$ cat config.mk
export PLATFORM = sky130hd
export DESIGN_NAME = cfu_cmd_issuer_flat
export DESIGN_NICKNAME = d
export VERILOG_FILES = /design/src/rtl/cfu_cmd_issuer_if.sv /design/src/rtl/cfu_cmd_issuer.sv /design/src/flat_wrapper.sv
export SDC_FILE = /design/constraint.sdc
export NUM_CORES = 1
export LEC_CHECK = 0
export BUFFER_PORTS_ARGS = -buffer_cell sky130_fd_sc_hd__buf_2
export CORE_MARGIN = 8
export CORE_UTILIZATION = 50
export DETAILED_ROUTE_END_ITERATION = 16
export GPL_TIMING_DRIVEN = 0
export PLACE_DENSITY_LB_ADDON = 0.15
export SYNTH_ARGS = -nofsm -noshare
export SYNTH_HDL_FRONTEND = slang
export SYNTH_SLANG_ARGS = --single-unit
$ cat constraint.sdc
create_clock -name clk -period 5.72 [get_ports clk]
set_clock_uncertainty 0.05 [all_clocks]
set_input_delay 1.144 -clock clk [delete_from_list [all_inputs] [get_ports clk]]
set_output_delay 1.144 -clock clk [all_outputs]
set_load 0.05 [all_outputs]
$ cat src/rtl/cfu_cmd_issuer_if.sv
// ============================================================================
// Module      : cfu_cmd_issuer_if
// Description : Upstream request/result and CFU command/response bundle.
// Revision    : 1.0
// ============================================================================
`default_nettype none

interface cfu_cmd_issuer_if;
    // Upstream request side
    logic        req_valid;
    logic        req_ready;
    logic [9:0]  req_function_id;
    logic [31:0] req_inputs_0;
    logic [31:0] req_inputs_1;
    // Upstream result side
    logic        res_valid;
    logic        res_ready;
    logic [31:0] res_data;
    logic        res_timeout;
    // CFU command side
    logic        cmd_valid;
    logic        cmd_ready;
    logic [9:0]  cmd_payload_function_id;
    logic [31:0] cmd_payload_inputs_0;
    logic [31:0] cmd_payload_inputs_1;
    // CFU response side
    logic        rsp_valid;
    logic        rsp_ready;
    logic [31:0] rsp_payload_outputs_0;
    // Status
    logic        busy;
    logic [15:0] issued_count;

    // Issuer view
    modport master (
        input  req_valid, req_function_id, req_inputs_0, req_inputs_1,
        output req_ready,
        output res_valid, res_data, res_timeout,
        input  res_ready,
        output cmd_valid, cmd_payload_function_id, cmd_payload_inputs_0,
               cmd_payload_inputs_1,
        input  cmd_ready,
        input  rsp_valid, rsp_payload_outputs_0,
        output rsp_ready,
        output busy, issued_count
    );

    // Environment view: upstream requester plus the CFU itself
    modport slave (
        output req_valid, req_function_id, req_inputs_0, req_inputs_1,
        input  req_ready,
        input  res_valid, res_data, res_timeout,
        output res_ready,
        input  cmd_valid, cmd_payload_function_id, cmd_payload_inputs_0,
               cmd_payload_inputs_1,
        output cmd_ready,
        output rsp_valid, rsp_payload_outputs_0,
        input  rsp_ready,
        input  busy, issued_count
    );
endinterface

`default_nettype wire

$ cat src/rtl/cfu_cmd_issuer.sv
// ============================================================================
// Module      : cfu_cmd_issuer
// Description : Buffers upstream commands and issues them one at a time to a
//               CFU, returning each response (or a timeout marker) in order.
// Revision    : 1.0
// ============================================================================
`default_nettype none

module cfu_cmd_issuer #(
    parameter int DEPTH   = 4,
    parameter int TIMEOUT = 1023
) (
    input  wire logic          clk,
    input  wire logic          reset,
    cfu_cmd_issuer_if.master   bus
);

    localparam int AW = (DEPTH > 1) ? $clog2(DEPTH) : 1;
    localparam int CW = $clog2(TIMEOUT + 1);
    localparam int EW = 10 + 32 + 32;

    localparam logic [AW:0]    c_DEPTH = (AW + 1)'(DEPTH);
    localparam logic [CW-1:0]  c_TMO   = CW'(TIMEOUT);

    localparam logic [1:0] c_IDLE     = 2'd0;
    localparam logic [1:0] c_ISSUE    = 2'd1;
    localparam logic [1:0] c_WAIT_RSP = 2'd2;
    localparam logic [1:0] c_DELIVER  = 2'd3;

    // ------------------------------------------------------------------
    // Command FIFO
    // ------------------------------------------------------------------
    logic [EW-1:0] r_mem [DEPTH];
    logic [AW-1:0] r_wr_ptr;
    logic [AW-1:0] r_rd_ptr;
    logic [AW:0]   r_count;

    logic          w_full;
    logic          w_empty;
    logic          w_push;
    logic          w_pop;
    logic [EW-1:0] w_head;

    logic [1:0]    r_state;
    logic [1:0]    w_state_nxt;
    logic          w_cmd_valid;
    logic          w_rsp_ready;
    logic          w_res_valid;

    logic [9:0]    r_cmd_fid;
    logic [31:0]   r_cmd_in0;
    logic [31:0]   r_cmd_in1;
    logic [31:0]   r_res_data;
    logic          r_res_timeout;
    logic [CW-1:0] r_tmo_cnt;
    logic          r_stale;
    logic [15:0]   r_issued_count;
    logic          w_tmo_hit;

    // Full blocks writes even when a pop lands in the same cycle.
    assign w_full  = (r_count == c_DEPTH);
    assign w_empty = (r_count == '0);
    assign w_push  = bus.req_valid && !w_full;
    assign w_pop   = w_cmd_valid && bus.cmd_ready;
    assign w_head  = r_mem[r_rd_ptr];

    always_ff @(posedge clk) begin
        if (w_push) begin
            r_mem[r_wr_ptr] <= {bus.req_function_id, bus.req_inputs_0, bus.req_inputs_1};
        end
    end

    always_ff @(posedge clk or posedge reset) begin
        if (reset) begin
            r_wr_ptr <= '0;
            r_rd_ptr <= '0;
            r_count  <= '0;
        end else begin
            if (w_push) begin
                r_wr_ptr <= r_wr_ptr + AW'(1);
            end
            if (w_pop) begin
                r_rd_ptr <= r_rd_ptr + AW'(1);
            end
            case ({w_push, w_pop})
                2'b10:   r_count <= r_count + (AW + 1)'(1);
                2'b01:   r_count <= r_count - (AW + 1)'(1);
                default: r_count <= r_count;
            endcase
        end
    end

    // ------------------------------------------------------------------
    // Issue state machine
    // ------------------------------------------------------------------
    assign w_tmo_hit = (r_tmo_cnt == c_TMO);

    always_ff @(posedge clk or posedge reset) begin
        if (reset) begin
            r_state <= c_IDLE;
        end else begin
            r_state <= w_state_nxt;
        end
    end

    always_comb begin
        w_state_nxt = r_state;
        case (r_state)
            c_IDLE: begin
                if (!w_empty && !r_stale) begin
                    w_state_nxt = c_ISSUE;
                end
            end
            c_ISSUE: begin
                if (bus.cmd_ready) begin
                    w_state_nxt = c_WAIT_RSP;
                end
            end
            c_WAIT_RSP: begin
                if (bus.rsp_valid || w_tmo_hit) begin
                    w_state_nxt = c_DELIVER;
                end
            end
            c_DELIVER: begin
                if (bus.res_ready) begin
                    w_state_nxt = c_IDLE;
                end
            end
            default: w_state_nxt = c_IDLE;
        endcase
    end

    // A stale command's late beat must be drained from any state.
    always_comb begin
        w_cmd_valid = 1'b0;
        w_rsp_ready = r_stale;
        w_res_valid = 1'b0;
        case (r_state)
            c_ISSUE:    w_cmd_valid = 1'b1;
            c_WAIT_RSP: w_rsp_ready = 1'b1;
            c_DELIVER:  w_res_valid = 1'b1;
            default:    ;
        endcase
    end

    // ------------------------------------------------------------------
    // Datapath registers
    // ------------------------------------------------------------------
    always_ff @(posedge clk or posedge reset) begin
        if (reset) begin
            r_cmd_fid      <= '0;
            r_cmd_in0      <= '0;
            r_cmd_in1      <= '0;
            r_res_data     <= '0;
            r_res_timeout  <= 1'b0;
            r_tmo_cnt      <= '0;
            r_stale        <= 1'b0;
            r_issued_count <= '0;
        end else begin
            if (r_state == c_IDLE && !w_empty) begin
                {r_cmd_fid, r_cmd_in0, r_cmd_in1} <= w_head;
            end

            if (w_pop) begin
                r_tmo_cnt      <= '0;
                r_issued_count <= r_issued_count + 16'd1;
            end else if (r_state == c_WAIT_RSP && !w_tmo_hit) begin
                r_tmo_cnt <= r_tmo_cnt + CW'(1);
            end

            // The response wins a same-cycle collision with the timeout.
            if (r_state == c_WAIT_RSP) begin
                if (bus.rsp_valid) begin
                    r_res_data    <= bus.rsp_payload_outputs_0;
                    r_res_timeout <= 1'b0;
                end else if (w_tmo_hit) begin
                    r_res_data    <= 32'hFFFF_FFFF;
                    r_res_timeout <= 1'b1;
                    r_stale       <= 1'b1;
                end
            end else if (r_stale && bus.rsp_valid) begin
                r_stale <= 1'b0;
            end
        end
    end

    // ------------------------------------------------------------------
    // Port drive
    // ------------------------------------------------------------------
    assign bus.req_ready               = !w_full;
    assign bus.res_valid               = w_res_valid;
    assign bus.res_data                = r_res_data;
    assign bus.res_timeout             = r_res_timeout;
    assign bus.cmd_valid               = w_cmd_valid;
    assign bus.cmd_payload_function_id = r_cmd_fid;
    assign bus.cmd_payload_inputs_0    = r_cmd_in0;
    assign bus.cmd_payload_inputs_1    = r_cmd_in1;
    assign bus.rsp_ready               = w_rsp_ready;
    assign bus.busy                    = !w_empty || (r_state != c_IDLE);
    assign bus.issued_count            = r_issued_count;

endmodule

`default_nettype wire

$ cat src/flat_wrapper.sv
// flat-port wrapper written by rule: the top's interface ports become plain ports
module cfu_cmd_issuer_flat 
#(
    parameter int DEPTH   = 4,
    parameter int TIMEOUT = 1023
)
  (clk, reset, bus_req_valid, bus_req_function_id, bus_req_inputs_0, bus_req_inputs_1, bus_req_ready, bus_res_valid, bus_res_data, bus_res_timeout, bus_res_ready, bus_cmd_valid, bus_cmd_payload_function_id, bus_cmd_payload_inputs_0, bus_cmd_payload_inputs_1, bus_cmd_ready, bus_rsp_valid, bus_rsp_payload_outputs_0, bus_rsp_ready, bus_busy, bus_issued_count);
  cfu_cmd_issuer_if bus_i ();
  input  wire logic clk;
  input  wire logic reset;
  input wire logic [$bits(bus_i.req_valid)-1:0] bus_req_valid;
  input wire logic [$bits(bus_i.req_function_id)-1:0] bus_req_function_id;
  input wire logic [$bits(bus_i.req_inputs_0)-1:0] bus_req_inputs_0;
  input wire logic [$bits(bus_i.req_inputs_1)-1:0] bus_req_inputs_1;
  output wire logic [$bits(bus_i.req_ready)-1:0] bus_req_ready;
  output wire logic [$bits(bus_i.res_valid)-1:0] bus_res_valid;
  output wire logic [$bits(bus_i.res_data)-1:0] bus_res_data;
  output wire logic [$bits(bus_i.res_timeout)-1:0] bus_res_timeout;
  input wire logic [$bits(bus_i.res_ready)-1:0] bus_res_ready;
  output wire logic [$bits(bus_i.cmd_valid)-1:0] bus_cmd_valid;
  output wire logic [$bits(bus_i.cmd_payload_function_id)-1:0] bus_cmd_payload_function_id;
  output wire logic [$bits(bus_i.cmd_payload_inputs_0)-1:0] bus_cmd_payload_inputs_0;
  output wire logic [$bits(bus_i.cmd_payload_inputs_1)-1:0] bus_cmd_payload_inputs_1;
  input wire logic [$bits(bus_i.cmd_ready)-1:0] bus_cmd_ready;
  input wire logic [$bits(bus_i.rsp_valid)-1:0] bus_rsp_valid;
  input wire logic [$bits(bus_i.rsp_payload_outputs_0)-1:0] bus_rsp_payload_outputs_0;
  output wire logic [$bits(bus_i.rsp_ready)-1:0] bus_rsp_ready;
  output wire logic [$bits(bus_i.busy)-1:0] bus_busy;
  output wire logic [$bits(bus_i.issued_count)-1:0] bus_issued_count;
  assign bus_i.req_valid = bus_req_valid;
  assign bus_i.req_function_id = bus_req_function_id;
  assign bus_i.req_inputs_0 = bus_req_inputs_0;
  assign bus_i.req_inputs_1 = bus_req_inputs_1;
  assign bus_req_ready = bus_i.req_ready;
  assign bus_res_valid = bus_i.res_valid;
  assign bus_res_data = bus_i.res_data;
  assign bus_res_timeout = bus_i.res_timeout;
  assign bus_i.res_ready = bus_res_ready;
  assign bus_cmd_valid = bus_i.cmd_valid;
  assign bus_cmd_payload_function_id = bus_i.cmd_payload_function_id;
  assign bus_cmd_payload_inputs_0 = bus_i.cmd_payload_inputs_0;
  assign bus_cmd_payload_inputs_1 = bus_i.cmd_payload_inputs_1;
  assign bus_i.cmd_ready = bus_cmd_ready;
  assign bus_i.rsp_valid = bus_rsp_valid;
  assign bus_i.rsp_payload_outputs_0 = bus_rsp_payload_outputs_0;
  assign bus_rsp_ready = bus_i.rsp_ready;
  assign bus_busy = bus_i.busy;
  assign bus_issued_count = bus_i.issued_count;
  cfu_cmd_issuer #(.DEPTH(DEPTH), .TIMEOUT(TIMEOUT)) u_core (.clk(clk), .reset(reset), .bus(bus_i));
endmodule
==> flow_metrics.env, run 1 <==
export IMPL_status="finished, final reports clean"
export IMPL_firstDrtPassIters=4
export IMPL_synth_area_per_cell_um2=20.55
export IMPL_grt_use_total=0.1723
export IMPL_arrival_ps=2060
export IMPL_p_int_mw=7.520
export IMPL_fill_cells=2380
export IMPL_nets=1216
export IMPL_die_w_um=197.3
export IMPL_drtAntennaViolNets=0
export IMPL_rows=66
export IMPL_cts_tree="done"
export IMPL_gp_congestion=0.7919
export IMPL_synth_edf_count=296
export IMPL_wl_um=33490
export IMPL_drc=0
export IMPL_hold_buffers=0
export IMPL_cts_setup_buffers=0
export IMPL_max_slew_worst_pin_slew_ps=740.4
export IMPL_hold_class="flop to flop"
export IMPL_mostFrequentLayoutCell="edfxtp_1"
export IMPL_cts_buffers=45
export IMPL_dieArea_um2=38930
export IMPL_cts_max_path_buffers=3
export IMPL_timing_rr_start="u_core.r_state[1]$_DFFE_PP0P_"
export IMPL_swShare=0.3676
export IMPL_ios=240
export IMPL_yosysUniqueCellTypes=43
export IMPL_hold_ws_ps=413.9
export IMPL_rsz0062_at_grt="no"
export IMPL_pwr_share_comb=0.376
export IMPL_vdd_drop_max_uv=336.1
export IMPL_cp_top_family="buffers and inverters"
export IMPL_clockPowerShare=0.232
export IMPL_path_buf_inv=3
export IMPL_hpwl_um=22040
export IMPL_clock_latency_ps=530
export IMPL_cp_slowest_stage_delay_ps=410
export IMPL_antenna_found_initial=2
export IMPL_worst_path_max_delay_cell="dfrtp_1"
export IMPL_reg2reg_slack_ps=2680
export IMPL_ys_ff_latch=439
export IMPL_crit_fanout=10
export IMPL_initial_core_util=0.5065
export IMPL_die_y_um=197.3
export IMPL_p_leak_nw=7.535
export IMPL_yosys_warnings=0
export IMPL_area_growth_pct=20.16
export IMPL_period_needed_ps=3258
export IMPL_synth_area_um2=16440
export IMPL_cts_sinks=439
export IMPL_power_frac_seq=0.392
export IMPL_max_slew_margin=0.5064
export IMPL_slew_viol_final=0
export IMPL_power_density_nw_per_um2=602.0
export IMPL_grt_pass1_wl_um=52150
export IMPL_drt_iter0_drc=395
export IMPL_min_delay_start="u_core.bus.issued_count[15]$_DFFE_PP0N_"
export IMPL_crit_start="u_core.r_state[0]$_DFFE_PP0P_"
export IMPL_ys_async_sr_fraction=0.3257
export IMPL_port_buffers=239
export IMPL_power_mw=11.89
export IMPL_cp_end_kind="output port"
export IMPL_max_freq_mhz=306.9
export IMPL_path_cells="inv_1 > ha_1 > clkbuf_1 > or2_2 > buf_2"
export IMPL_crit_type="flop to output port"
export IMPL_vias_per_cell=5.331
export IMPL_syn_nets=925
export IMPL_grt_start_max_net_pins=81
export IMPL_wl_per_cell_um=21.33
export IMPL_ys_flop_type="edfxtp_1"
export IMPL_ctsResizeCount=0
export IMPL_switchingPower_mw=4.371
export IMPL_clockRootBuffer="clkbuf_16"
export IMPL_netlist_instances=800
export IMPL_first_global_vias=8945
export IMPL_num_vias=8369
export IMPL_synth_largest_area_cell="edfxtp_1"
export IMPL_synth_top_area_share=0.5408
export IMPL_clkTransAtPathRegs_ps=60
export IMPL_core_area_um2=32450
export IMPL_cp_data_required_time_ps=4530
export IMPL_synth_area_leaders="edfxtp_1, dfrtp_1, mux4_2, mux2_2, o22a_1"
export IMPL_globalRoute_totalOverflow=0
export IMPL_yosysSeqAreaShare=0.7585
export IMPL_cp_start_kind="flop"
export IMPL_htreeDepth=2
export IMPL_maxCapViolations=0
export IMPL_post_route_period_util=0.5696
export IMPL_final_cell_mix="edfxtp_1, buf_2, dfrtp_1"
export IMPL_setup_violations=0
export IMPL_drive_gt1_frac=0.4312
export IMPL_timing_final_hold_violations=0
export IMPL_utilization=0.6086
## power by group through the flow
stage | clock network, mW | logic [mW] | registers [mW]
global route | 2.96 | 4.76 | 4.74
detailed placement | 0 | 4.57 | 4.72
floorplan | 0 | 1.98 | 6.07
finish | 2.76 | 4.47 | 4.66
global placement | 0 | 4.47 | 4.76
CTS | 2.83 | 4.58 | 4.67
## logic make-up after synthesis
group           count (synthesis)  synth area share
compound gates                 54           0.02687
buf+inv                        49           0.01522
flops                         439            0.7585
mux                           151            0.1541
fa+ha+maj                      13           0.01035
simple gates                   71           0.02276
xor+xnor                       23           0.01226
## layout make-up
cell class              count  area, um2  share of cell area
diodes                      1      2.502           0.0001267
plain buffers              35      197.7             0.01001
clock buffers              63       1256             0.06360
clock inverters            20      148.9            0.007538
inverters                  14      60.06            0.003041
multi-input cells         312       3740              0.1893
flip-flops and latches    439      12470              0.6312
well taps                 442      553.0             0.02800
repair buffers            244       1326             0.06715
## layer usage
metal / up-vias / routed length (um) / GRT usage
met1: 4320 / 14140 / 0.2250
met3: 39 / 2335 / 0.04463
met5: - / 22 / 0
li1: 3774 / - / -
met4: 4 / 451 / 0.03566
met2: 232 / 16540 / 0.2899
## stage by stage
step	setup slack [ps]	TNS, ps	std cells	area, um2
finish	2462	0	1570	19750
global route	2333	0	1569	19750
CTS	2438	0	1569	19750
detailed placement	2235	0	1486	18340
global placement	-1763	-250510	1481	18190
floorplan	688.1	0	800	16440
## worst register-to-register path, cell delays in order, from the launching register on
cell	delay [ps]
dfrtp_1	410
inv_1	120
ha_1	240
nand2_1	290
inv_1	260
buf_1	460
ha_1	280
inv_1	60
fa_1	380
xor2_1	150
nor2_1	120
xor2_1	150
## synth_stat cells (all sizes together) (2+ instances only)
master  number
a41o         2
nand2b       2
a21oi        3
o31ai        2
o22a        32
a31oi        5
xor2        10
nor3         3
nand4       10
dfrtp      143
mux2        76
xnor2       13
and2         2
nand2       16
a21boi       2
buf         25
or2          2
and3        10
nor2        13
ha          12
clkbuf      10
edfxtp     296
nand3        8
o21ai        3
and4         3
mux4        74
inv         14
## worst paths after layout
| check | end | cells past startpoint |
|---|---|---|
| max | bus_rsp_ready | 5 |
| min | u_core.bus.issued_count[15]$_DFFE_PP0N_ | 1 |
| max reg2reg | u_core.r_count[2]$_DFFE_PP0P_ | 11 |
| min reg2reg | u_core.bus.issued_count[15]$_DFFE_PP0N_ | 1 |
| max in group asynchronous | u_core.bus.res_data[10]$_DFFE_PP0P_ | 3 |
| min in group asynchronous | u_core.bus.cmd_payload_function_id[8]$_DFFE_PP0P_ | 2 |
## registers in the layout, indices dropped and copies added (netlist names)
register / flops
u_core.r_mem: 296
u_core.r_state: 2
u_core.bus.cmd_payload_function_id: 10
u_core.r_count: 3
u_core.r_rd_ptr: 2
u_core.bus.issued_count: 16
u_core.bus.res_data: 32
u_core.r_stale: 1
u_core.bus.cmd_payload_inputs_1: 32
u_core.r_tmo_cnt: 10
u_core.bus.res_timeout: 1
u_core.bus.cmd_payload_inputs_0: 32
u_core.r_wr_ptr: 2
Note: power is estimated with default switching activity, not from simulation.
==> inputs of run 2 (changes only) <==
clock period = 2.6 ns   (was 5.72 ns; I/O delays follow)
==> run 2 against run 1 <==
  * Combinational power up 120%
  * Critical path depth shrank 1
  * Highest routed layer unchanged
  * Critical path type unchanged
  * Core utilization up 0.29 points
  * Final cell count is 0.13% higher
  * Non-clock buffer count up 4
  * Register-to-register slack got worse by 2400 ps
  * Flip-flop and latch count unchanged
==> flow_metrics.env, run 2 (synthesis gave the netlist of run 1 again) <==
export IMPL_status="finished, final reports clean"
export IMPL_antenna_found_initial=3
export IMPL_hold_ws_ps=150.8
export IMPL_hold_class="primary input to flop"
export IMPL_grt_use_total=0.1745
export IMPL_first_global_vias=8978
export IMPL_wl_per_cell_um=21.64
export IMPL_vias_per_cell=5.354
export IMPL_firstDrtPassIters=6
export IMPL_post_place_cells=1489
export IMPL_clock_latency_ps=530
export IMPL_die_y_um=197.3
export IMPL_largest_reg_flops=296
export IMPL_globalRoute_totalOverflow=0
export IMPL_cts_sinks=439
export IMPL_max_slew_worst_pin_slew_ps=770.7
export IMPL_clkTransAtPathRegs_ps=60
export IMPL_drtAntennaViolNets=0
export IMPL_htreeDepth=2
export IMPL_area_growth_pct=20.73
export IMPL_cp_start_kind="flop"
export IMPL_timing_final_hold_violations=0
export IMPL_final_cells=1572
export IMPL_final_cell_mix="edfxtp_1, buf_2, dfrtp_1"
export IMPL_drt_iter0_drc=449
export IMPL_cts_tree="done"
export IMPL_path_buf_inv=2
export IMPL_drive_gt1_frac=0.4416
export IMPL_max_freq_mhz=397.8
export IMPL_hpwl_um=22350
export IMPL_min_delay_start="bus_req_inputs_0[15]"
export IMPL_crit_start="u_core.r_state[1]$_DFFE_PP0P_"
export IMPL_rsz0062_at_grt="no"
export IMPL_p_leak_nw=7.556
export IMPL_core_area_um2=32450
export IMPL_cp_end_kind="output port"
export IMPL_slew_viol_final=0
export IMPL_cp_data_required_time_ps=2030
export IMPL_post_route_period_util=0.9669
export IMPL_nets=1219
export IMPL_num_vias=8416
export IMPL_maxCapViolations=0
export IMPL_arrival_ps=1940
export IMPL_crit_type="flop to output port"
export IMPL_diodes=0
export IMPL_ios=240
export IMPL_vdd_drop_max_uv=933.4
export IMPL_initial_core_util=0.5065
export IMPL_path_cells="inv_2 > ha_2 > or4b_4 > buf_4"
export IMPL_cts_max_path_buffers=3
export IMPL_worst_path_max_delay_cell="or4b_4"
export IMPL_die_w_um=197.3
export IMPL_cts_buffers=44
export IMPL_grt_pass1_wl_um=52480
export IMPL_multi_input_area_um2=3759
export IMPL_gp_congestion=0.7835
export IMPL_power_density_nw_per_um2=1323
export IMPL_setup_tns_final_ps=0
export IMPL_max_slew_margin=0.4862
export IMPL_dieArea_um2=38930
export IMPL_fill_cells=2392
export IMPL_port_buffers=239
export IMPL_utilization=0.6115
export IMPL_clockRootBuffer="clkbuf_16"
export IMPL_period_needed_ps=2514
export IMPL_crit_fanout=4
export IMPL_cp_slowest_stage_delay_ps=480
export IMPL_seq_area_um2=12470
export IMPL_top_register="u_core.r_mem"
export IMPL_timing_rr_start="u_core.r_state[1]$_DFFE_PP0P_"
export IMPL_mostFrequentLayoutCell="edfxtp_1"
export IMPL_setup_violations=0
export IMPL_wl_um=34020
export IMPL_cp_top_family="simple AND/OR/NAND/NOR gates"
export IMPL_grt_start_max_net_pins=48
export IMPL_drc=0
export IMPL_rows=66
## run 2: cell count changes in the layout (fill, tap and decap cells not counted), sizes merged
| cell | change |
|---|---|
| inv | -1 |
| diode | -1 |
| buf | +4 |
| clkinv | -6 |
| clkinvlp | +2 |
| clkbuf | +2 |
| bufinv | +1 |
| dlygate4sd3 | +1 |
## run 2: per-stage QoR
stage	setup WS (ps)	area [um2]	power (mW)
2_1_floorplan	62.55	16460	17.70
3_3_place_gp	-1089	18210	20.25
3_5_place_dp	-346.3	18410	20.48
4_1_cts	4.449	19830	26.63
5_1_grt	1.239	19840	27.52
6_report	86.06	19840	26.26
## run 2: worst paths after layout
kind | to | slack, ps | cells after the start
max in group asynchronous | u_core.bus.cmd_payload_inputs_0[16]$_DFFE_PP0P_ | 1330 | 5
worst min register to register | u_core.bus.issued_count[15]$_DFFE_PP0N_ | 420 | 1
worst max register to register | u_core.r_count[2]$_DFFE_PP0P_ | 240 | 10
worst min-delay path | u_core.r_mem[3][47]$_DFFE_PP_ | 150 | 1
worst max-delay path | bus_busy | 90 | 4
min in group asynchronous | u_core.bus.issued_count[9]$_DFFE_PP0N_ | 430 | 3
## run 2: layout make-up
cell class | instances | area share
Buffer | 33 | 0.009584
Multi-Input combinational cell | 312 | 0.1894
Sequential cell | 439 | 0.6283
Timing Repair Buffer | 250 | 0.07125
Clock inverter | 16 | 0.008323
Tap cell | 442 | 0.02787
Clock buffer | 66 | 0.06223
Inverter | 14 | 0.003026
## run 2: routing by layer
metal | GRT usage | share of wire
met5 | 0 | 0.00088
met4 | 0.04068 | 0.016
met3 | 0.04361 | 0.062
met2 | 0.2974 | 0.50
met1 | 0.2239 | 0.42
## run 2: what timing repair did
action	4_1_cts	5_1_grt
cloned	0	0
hold buffers	1	0
endpoints found under the setup margin	4	3
setup buffers	0	2
gates resized for setup	4	3
hold endpoints to repair	7	0
## run 2: power by group
group | total (mW) | leakage [nW] | switching, mW | internal (mW)
clock | 6.10 | 0.680 | 2.51 | 3.59
sequential | 10.3 | 4.41 | 0.742 | 9.52
combinational | 9.90 | 2.46 | 6.40 | 3.49
